`src/rtl/alu9_pkg.sv`:
```
// Shared types and helpers for the 9-bit sign-magnitude ALU slice.
// Encoding: bit 8 = sign, bits 7:0 = magnitude.
package alu9_pkg;

  typedef struct packed {
    logic       sign;
    logic [7:0] mag;
  } sm9_t;

  localparam logic       OP_ADD      = 1'b0;
  localparam logic       OP_SUB      = 1'b1;
  localparam logic [7:0] SM9_MAG_MAX = 8'hFF;

  // A value is zero regardless of its sign bit (-0 counts as 0).
  function automatic logic sm9_is_zero(input sm9_t v);
    return (v.mag == 8'h00);
  endfunction

endpackage

```
`src/rtl/sm9_addsub.sv`:
```
// Combinational 9-bit sign-magnitude add/subtract.
// Optional macro ALU9_SAT_EN: when defined, an overflowing magnitude
// saturates to 8'hFF; otherwise it wraps to the low 8 bits of the sum.
// The overflow flag is raised in both builds.
module sm9_addsub
  import alu9_pkg::*;
(
  input  sm9_t a,
  input  sm9_t b,
  input  logic op,
  output sm9_t result,
  output logic ovf
);

  logic       a_sign_s;
  logic       b_sign_s;
  logic       b_flip_s;
  logic [8:0] sum_s;
  logic [7:0] diff_ab_s;
  logic [7:0] diff_ba_s;

  // -0 is folded to +0 before the sign comparison.
  assign a_sign_s  = a.sign & ~sm9_is_zero(a);
  assign b_sign_s  = b_flip_s & ~sm9_is_zero(b);
  assign sum_s     = {1'b0, a.mag} + {1'b0, b.mag};
  assign diff_ab_s = a.mag - b.mag;
  assign diff_ba_s = b.mag - a.mag;

  // Subtraction is an add with B's sign inverted.
  always_comb begin
    b_flip_s = b.sign;
    case (op)
      OP_ADD:  b_flip_s = b.sign;
      OP_SUB:  b_flip_s = ~b.sign;
      default: b_flip_s = b.sign;
    endcase
  end

  // Sign-magnitude add: same signs add magnitudes, differing signs subtract
  // smaller from larger; a true zero result is always +0.
  always_comb begin
    result = '0;
    ovf    = 1'b0;
    if (a_sign_s == b_sign_s) begin
      ovf = sum_s[8];
      if (sum_s[8]) begin
`ifdef ALU9_SAT_EN
        result.mag = SM9_MAG_MAX;
`else
        result.mag = sum_s[7:0];
`endif
        result.sign = a_sign_s;
      end else begin
        result.mag  = sum_s[7:0];
        result.sign = a_sign_s & (sum_s[7:0] != 8'h00);
      end
    end else begin
      if (a.mag >= b.mag) begin
        result.mag  = diff_ab_s;
        result.sign = a_sign_s & (diff_ab_s != 8'h00);
      end else begin
        result.mag  = diff_ba_s;
        result.sign = b_sign_s;
      end
    end
  end

endmodule

```
`src/rtl/alu9_rr_scheduler.sv`:
```
// Round-robin scheduler sharing one sm9_addsub slice between NUM_REQ
// requesters, with a one-entry registered result stage and backpressure.
// Optional macro ALU9_SAT_EN (saturating overflow) is handled in sm9_addsub.
module alu9_rr_scheduler
  import alu9_pkg::*;
#(
  parameter int NUM_REQ = 4,
  parameter int ID_W    = $clog2(NUM_REQ),
  parameter int CNT_W   = 16
) (
  input  logic                 clk,
  input  logic                 rst_n,
  input  logic [NUM_REQ-1:0]   req_valid,
  input  logic [NUM_REQ-1:0]   req_op,
  input  logic [NUM_REQ*9-1:0] req_a,
  input  logic [NUM_REQ*9-1:0] req_b,
  output logic [NUM_REQ-1:0]   req_ready,
  output logic                 resp_valid,
  input  logic                 resp_ready,
  output logic [8:0]           resp_data,
  output logic [ID_W-1:0]      resp_id,
  output logic                 resp_ovf,
  output logic [CNT_W-1:0]     op_count
);

  localparam logic [0:0] ST_EMPTY = 1'b0;
  localparam logic [0:0] ST_FULL  = 1'b1;

  logic [0:0]         state_r;
  logic [ID_W-1:0]    ptr_r;
  logic [8:0]         resp_data_r;
  logic [ID_W-1:0]    resp_id_r;
  logic               resp_ovf_r;
  logic [CNT_W-1:0]   op_count_r;

  logic [8:0]         a_arr_s [NUM_REQ];
  logic [8:0]         b_arr_s [NUM_REQ];
  int                 idx_int_s;
  logic [ID_W-1:0]    idx_s;
  logic [ID_W-1:0]    grant_id_s;
  logic               grant_any_s;
  logic [NUM_REQ-1:0] grant_oh_s;
  logic               can_accept_s;
  logic               fire_s;
  logic               consume_s;
  sm9_t               op_a_s;
  sm9_t               op_b_s;
  sm9_t               alu_res_s;
  logic               alu_ovf_s;

  // Split the flat operand buses into per-requester words.
  for (genvar k = 0; k < NUM_REQ; k++) begin : g_unpack
    assign a_arr_s[k] = req_a[k*9 +: 9];
    assign b_arr_s[k] = req_b[k*9 +: 9];
  end

  // Round-robin search starting just after the last granted requester.
  always_comb begin
    grant_any_s = 1'b0;
    grant_id_s  = '0;
    idx_int_s   = 0;
    idx_s       = '0;
    for (int i = 1; i <= NUM_REQ; i++) begin
      idx_int_s = (int'(ptr_r) + i) % NUM_REQ;
      idx_s     = ID_W'(idx_int_s);
      if (!grant_any_s && req_valid[idx_s]) begin
        grant_any_s = 1'b1;
        grant_id_s  = idx_s;
      end else begin
        grant_any_s = grant_any_s;
      end
    end
  end

  // One-hot form of the winning requester.
  always_comb begin
    grant_oh_s = '0;
    if (grant_any_s) begin
      grant_oh_s[grant_id_s] = 1'b1;
    end else begin
      grant_oh_s = '0;
    end
  end

  // The result register can take a new value when empty or being drained.
  assign can_accept_s = (state_r == ST_EMPTY) || resp_ready;
  assign req_ready    = (can_accept_s && rst_n) ? grant_oh_s : '0;
  assign fire_s       = grant_any_s && can_accept_s && rst_n;
  assign consume_s    = (state_r == ST_FULL) && resp_ready;

  assign op_a_s = a_arr_s[grant_id_s];
  assign op_b_s = b_arr_s[grant_id_s];

  sm9_addsub u_alu (
    .a      (op_a_s),
    .b      (op_b_s),
    .op     (req_op[grant_id_s]),
    .result (alu_res_s),
    .ovf    (alu_ovf_s)
  );

  // Result-stage occupancy: fire fills (even while draining), consume empties.
  always_ff @(posedge clk) begin
    if (!rst_n) begin
      state_r <= ST_EMPTY;
    end else begin
      case (state_r)
        ST_EMPTY: state_r <= fire_s ? ST_FULL : ST_EMPTY;
        ST_FULL:  state_r <= (fire_s || !consume_s) ? ST_FULL : ST_EMPTY;
        default:  state_r <= ST_EMPTY;
      endcase
    end
  end

  // Capture the ALU result and the grant pointer on every fire.
  always_ff @(posedge clk) begin
    if (!rst_n) begin
      resp_data_r <= 9'h000;
      resp_id_r   <= '0;
      resp_ovf_r  <= 1'b0;
      ptr_r       <= ID_W'(NUM_REQ - 1);
    end else if (fire_s) begin
      resp_data_r <= alu_res_s;
      resp_id_r   <= grant_id_s;
      resp_ovf_r  <= alu_ovf_s;
      ptr_r       <= grant_id_s;
    end else begin
      resp_data_r <= resp_data_r;
      resp_id_r   <= resp_id_r;
      resp_ovf_r  <= resp_ovf_r;
      ptr_r       <= ptr_r;
    end
  end

  // Count results taken by the consumer; wraps naturally.
  always_ff @(posedge clk) begin
    if (!rst_n) begin
      op_count_r <= '0;
    end else if (consume_s) begin
      op_count_r <= op_count_r + {{(CNT_W-1){1'b0}}, 1'b1};
    end else begin
      op_count_r <= op_count_r;
    end
  end

  assign resp_valid = (state_r == ST_FULL);
  assign resp_data  = resp_data_r;
  assign resp_id    = resp_id_r;
  assign resp_ovf   = resp_ovf_r;
  assign op_count   = op_count_r;

endmodule

```
`config.mk`:
```
export PLATFORM = sky130hd
export DESIGN_NAME = alu9_rr_scheduler
export DESIGN_NICKNAME = d
export VERILOG_FILES = /design/src/rtl/alu9_pkg.sv /design/src/rtl/sm9_addsub.sv /design/src/rtl/alu9_rr_scheduler.sv
export SDC_FILE = /design/constraint.sdc
export NUM_CORES = 1
export LEC_CHECK = 0
export ABC_AREA = 1
export CAP_MARGIN = 15
export CORE_MARGIN = 5
export CORE_UTILIZATION = 31
export CTS_CLUSTER_SIZE = 8
export DETAILED_ROUTE_END_ITERATION = 8
export SKIP_LAST_GASP = 1
export SYNTH_ARGS = -nofsm -noshare
export SYNTH_HDL_FRONTEND = slang
export SYNTH_HIERARCHICAL = 1
export SYNTH_SLANG_ARGS = --single-unit
```
`constraint.sdc`:
```
create_clock -name clk -period 7 [get_ports clk]
set_input_delay 1.4 -clock clk [delete_from_list [all_inputs] [get_ports clk]]
set_output_delay 1.4 -clock clk [all_outputs]
set_load 0.01 [all_outputs]
```
==> run metrics, run 1 <==
Yosys warnings 6; unrepaired setup endpoints after global routing false; Post-synth EDFFs 0; Yosys reg bits 31; synth-to-layout area growth 34.2%; Starting Density 0.318; largest family of logic cells by synthesized area simple AND/OR/NAND/NOR gates; Global Route Usage Sum 0.161; detailed-route DRC error count 0; # Post-CTS Setup Buffers 0; die extent in y around 120 µm; row count 40; drt first pass iters 5; CP Capture Type primary output; Final Hold Fails 0; antenna violation net count after detailed routing 0; crit path launch type primary input; Max FO, Critical Path 23; Synth Area in XOR/XNOR 0.0250; TritonCTS clock tree done; Worst Hold Class reg2reg; number of global-route vias before repair about 4300; max-slew violation count 0; total via count in the routed design 4455; Compound-Gate Fraction of Synth Area 0.0873; cts hold-fix bufs 0; ys flop type dfxtp_1; clk sinks 31; IO Count 116; Syn Inst Count ~670; first-pass GRT wire length approximately 20 mm; Max Fclk 166 MHz; max cap viols 0; DPL Wire Length 9.89 mm; DRT iter0 DRCs between 200 and 300; final setup TNS 0 ps; Post-Synth Simple-Gate Area 0.496; clk_skew roughly 3.8 ps; Num CTS Buffers 5; Tcrit/Tclk final 0.862; layout cells sized above 1 0.0510; Vias/cell around 4.8; global route overflow 0; filler instances between 1000 and 1500; Worst-Margin Slew slightly above 800 ps; largest net degree at the start of global routing 42; proportion of synthesized area in mux cells 0; Post-Syn Nets between 700 and 800; # H-tree levels 2; Slew headroom 0.452; arrival time worst endpoint 4630 ps; setup violators final 0; Core Region ~12000 µm²; Post-CTS Resized 0; sequential area share after synthesis 0.161; most frequent cells in the layout nand2_1 (277), clkdlybuf4s50_1 (115), inv_1 (63); Clock Latency Late Sink between 200 and 300 ps; Synth async-reset ratio 0; initial antenna violation count 0; commonest non-fill, non-tap cell in the layout nand2_1; Cell variety after synth 38; RD Place Congestion 0.832; wire per inst approximately 13 µm; Adder-Cell Fraction of Synth Area 0.0967; status complete, no violations; die width between 100 and 150 µm; Clk pin slew, worst setup/hold paths 50 ps; Final Critical Period a little over 6000 ps; port bufs 115; Total Die Area roughly 15000 µm²; Nets between 800 and 900; Clk Tree Root Cell clkbuf_16; Longest Clk Path Bufs 2; Post-Route WL approximately 12 mm; # diodes 0; Worst EP required 5600 ps; syn avg cell area between 5 and 6 µm²; Setup CP Type in2out; Post-Syn Area just under 4000 µm²
[state kept, by name, indices dropped and copies added (netlist names)]
| register | cells |
|---|---|
| ptr_r | 2 |
| resp_valid | 1 |
| resp_ovf | 1 |
| op_count | 16 |
| resp_id | 2 |
| resp_data | 9 |
[critical path: stages]
cell             delay [ps]
clkdlybuf4s50_1        1010
clkinv_1                460
nor2_1                  180
nand2_1                 300
inv_1                   400
nand2_1                 210
nor2_1                  130
clkdlybuf4s50_1         550
[per-layer routing]
metal | routed length (µm) | global-route usage
met1 | 5220 | 0.194
met2 | 5720 | 0.290
met3 | 700 | 0.0316
met4 | 180 | 0.0462
met5 | 0 | 0
[area by class of cell]
| cell class | count | area (µm²) | area share |
|---|---|---|---|
| Clock buffer | 8 | 156 | 0.0302 |
| Inverter | 75 | 303 | 0.0585 |
| Multi-Input combinational cell | 534 | 2720 | 0.526 |
| Sequential cell | 31 | 621 | 0.120 |
| Tap cell | 168 | 210 | 0.0406 |
| Timing Repair Buffer | 117 | 1170 | 0.225 |
[synthesized netlist by cell type, types with 2 or more instances]
cell type | instances | share of area
nor2_1 | 42 | 0.041
o21a_1 | 3 | 0.0058
xor2_1 | 8 | 0.018
nand2_2 | 8 | 0.013
o21ai_1 | 3 | 0.0039
fa_1 | 3 | 0.016
a31oi_1 | 2 | 0.0032
nand4_1 | 47 | 0.076
inv_1 | 63 | 0.061
nand3_2 | 2 | 0.0052
buf_2 | 14 | 0.018
buf_6 | 7 | 0.020
nand3_1 | 49 | 0.064
ha_1 | 25 | 0.081
nand3_4 | 2 | 0.0091
inv_2 | 8 | 0.0078
dfxtp_1 | 31 | 0.16
a21oi_1 | 29 | 0.038
xnor2_1 | 3 | 0.0068
nand2_1 | 277 | 0.27
o211ai_2 | 2 | 0.0065
o21ai_0 | 15 | 0.019
buf_4 | 7 | 0.014
clkbuf_1 | 3 | 0.0029
nor3_1 | 5 | 0.0065
[cell families after synthesis]
family                   Yosys count
AO/OA/AOI/OAI                     59
XOR/XNOR                          11
adder cells (fa/ha/maj)           28
buffers and inverters            106
flip-flops                        31
AND/OR/NAND/NOR                  436
[final timing paths]
path	startpoint	end	slack, ps	cells after the start
setup / recovery	rst_n	req_ready[3]	970	8
hold / removal	op_count[15]	op_count[15]	470	2
setup reg to reg	ptr_r[0]	resp_data[8]	2210	28
hold reg to reg	op_count[15]	op_count[15]	470	2
[metrics by stage]
stage / area [µm²] / utilization / hold WS [ps] / setup slack, ps / std cells
finish: 5180 / 0.427 / 471 / 965 / 933
global route: 5180 / 0.427 / 503 / 669 / 933
CTS: 5180 / 0.427 / 481 / 924 / 933
detailed placement: 5020 / 0.414 / 471 / 946 / 925
global placement: 5020 / 0.414 / 452 / 1100 / 925
floorplan: 3860 / - / 483 / 3050 / 671
Power of run 1 is not shown: default switching activity piles up to over one toggle a cycle in this logic, so the estimate is an artifact.
==> run 2: changes to the inputs <==
- SETUP_SLACK_MARGIN: default -> 0.02
==> results of run 2 <==
The final DEF is identical to that of run 1; final timing and power are the same.
Power of run 2 is left out for the same reason.
==> run 3: changes to the inputs <==
==> constraint.sdc (replaced) <==
create_clock -name clk -period 7 [get_ports clk]
set_input_delay 1.05 -clock clk [delete_from_list [all_inputs] [get_ports clk]]
set_output_delay 1.05 -clock clk [all_outputs]
set_load 0.01 [all_outputs]
==> run metrics, run 3 (synthesis gave the netlist of run 1 again) <==
status complete, no violations; multi-input logic area 2720 µm² (unchanged); Clock Latency Late Sink 270 ps (about the same); wire per inst 12.9 µm (+2.2%); Final WS setup 1520 ps (+553 ps); Worst Hold Class reg2reg; die extent in y 122 µm (unchanged); pre-CTS setup slack 1320 ps (+377 ps); R2R setup slack 2090 ps (-120 ps); Slew headroom 0.461 (+0.00925); initial antenna violation count 0 (unchanged); die width 122 µm (unchanged); Max FO, Critical Path 23 (unchanged); Worst EP required 5950 ps (+350 ps); Final Hold Fails 0 (unchanged); Post-CTS Resized 0 (unchanged); Num CTS Buffers 5 (unchanged); first-pass GRT wire length 20.0 mm (+0.35%); Worst-Margin Slew 807 ps (-13.6 ps); routing usage on met3 0.0204 (-0.0111); Vias/cell 4.75 (-0.57%); clk_skew 3.22 ps (-0.596 ps); synth-to-layout area growth 33.4%; Longest Clk Path Bufs 2 (unchanged); Core Region 12100 µm² (unchanged); Global Route Usage Sum 0.161 (-0.000260); R2R depth 25 (-11%); detailed-route DRC error count 0 (unchanged); filler instances 1306 (-3.4%); layout cells sized above 1 0.0472 (-0.00380); # H-tree levels 2 (unchanged); Final Critical Period 5480 ps (-553 ps); final setup TNS 0 ps (unchanged); commonest non-fill, non-tap cell in the layout nand2_1; Nets 873 (-0.23%); # diodes 0 (unchanged); Clk Tree Root Cell clkbuf_16; setup violators final 0 (unchanged); Setup CP Type in2out; met2 Usage GRT 0.297 (+0.00725); CP Capture Type primary output; max-slew violation count 0 (unchanged); Sequential cell area 621 µm² (unchanged); row count 40 (unchanged); antenna violation net count after detailed routing 0 (unchanged); drt first pass iters 5 (unchanged); DRT iter0 DRCs 261 (-10%); min-delay src op_count[15]; DPL Wire Length 9.95 mm (+0.60%); cts hold-fix bufs 0 (unchanged); # Post-CTS Setup Buffers 0 (unchanged); M1 GR Usage 0.194 (+0.000392); Min-Delay Endpoint op_count[15]; Starting Density 0.318 (unchanged); Max Fclk 182 MHz (+10%); number of global-route vias before repair 4438 (+2.6%); Worst path max stage delay 990 ps (-20 ps); clk sinks 31 (unchanged); total via count in the routed design 4420 (-0.79%); port bufs 115 (unchanged); max reg flops 16 (unchanged); worst reg2reg endpoint resp_data[8]; hold depth 2 (unchanged); largest net degree at the start of global routing 42 (unchanged); global route overflow 0 (unchanged); max cap viols 0 (unchanged); arrival time worst endpoint 4430 ps (-200 ps); Tcrit/Tclk final 0.783 (-0.0790); Clk pin slew, worst setup/hold paths 50 ps (about the same); most frequent cells in the layout nand2_1 (277), clkdlybuf4s50_1 (115), inv_1 (63); GRT Max-Usage Layer met2; unrepaired setup endpoints after global routing false; crit path launch type primary input; Total Die Area 14800 µm² (unchanged); IO Count 116 (unchanged); RD Place Congestion 0.906 (+8.9%); crit-path cells clkdlybuf4s50_1, clkinv_1, nor2_1, nand2_1, inv_1, nand2_1, nor2_1, clkdlybuf4s50_1; Post-Route WL 12.1 mm (+2.0%); TritonCTS clock tree done; Critical Path Slowest Stage Cell clkdlybuf4s50_1; Reg-to-Reg Start ptr_r[0]
run 3: layer usage:
layer	part of all wire	wire length [µm]
met1	0.45	5380
met2	0.49	5870
met3	0.051	611
met4	0.016	195
met5	0	0
run 3: layout make-up:
cell class                 instances  share of cell area
multi-input combinational        534               0.529
clock inverter                     1            0.000973
timing repair buffer             115               0.224
inverter                          75              0.0589
clock buffer                       7              0.0258
tap                              168              0.0409
sequential                        31               0.121
run 3: critical path, delay by kind of cell:
kind | cells | cell delay, ps
and+or+nand+nor | 4 | 890
buffers and inverters | 4 | 2490
run 3: worst max-delay path by stage:
| stage | startpoint | endpoint | slack [ps] | cells after the start |
|---|---|---|---|---|
| 2_1_floorplan | req_valid[3] | resp_data[8] | 3400 | 28 |
| 3_3_place_gp | req_valid[0] | resp_data[8] | 1380 | 25 |
| 3_5_place_dp | req_valid[2] | resp_data[8] | 1320 | 25 |
| 4_1_cts | rst_n | req_ready[1] | 1490 | 8 |
| 5_1_grt | req_valid[2] | resp_data[8] | 1090 | 25 |
| 6_report | rst_n | req_ready[3] | 1520 | 8 |
run 3: through the flow:
| step | hold slack (ps) | util | area [µm²] | instances |
|---|---|---|---|---|
| floorplan | 483 | - | 3860 | 671 |
| global placement | 453 | 0.413 | 5000 | 923 |
| detailed placement | 457 | 0.413 | 5000 | 923 |
| CTS | 467 | 0.425 | 5140 | 931 |
| global route | 501 | 0.425 | 5140 | 931 |
| finish | 465 | 0.425 | 5140 | 931 |
Power of run 3 is left out for the same reason.
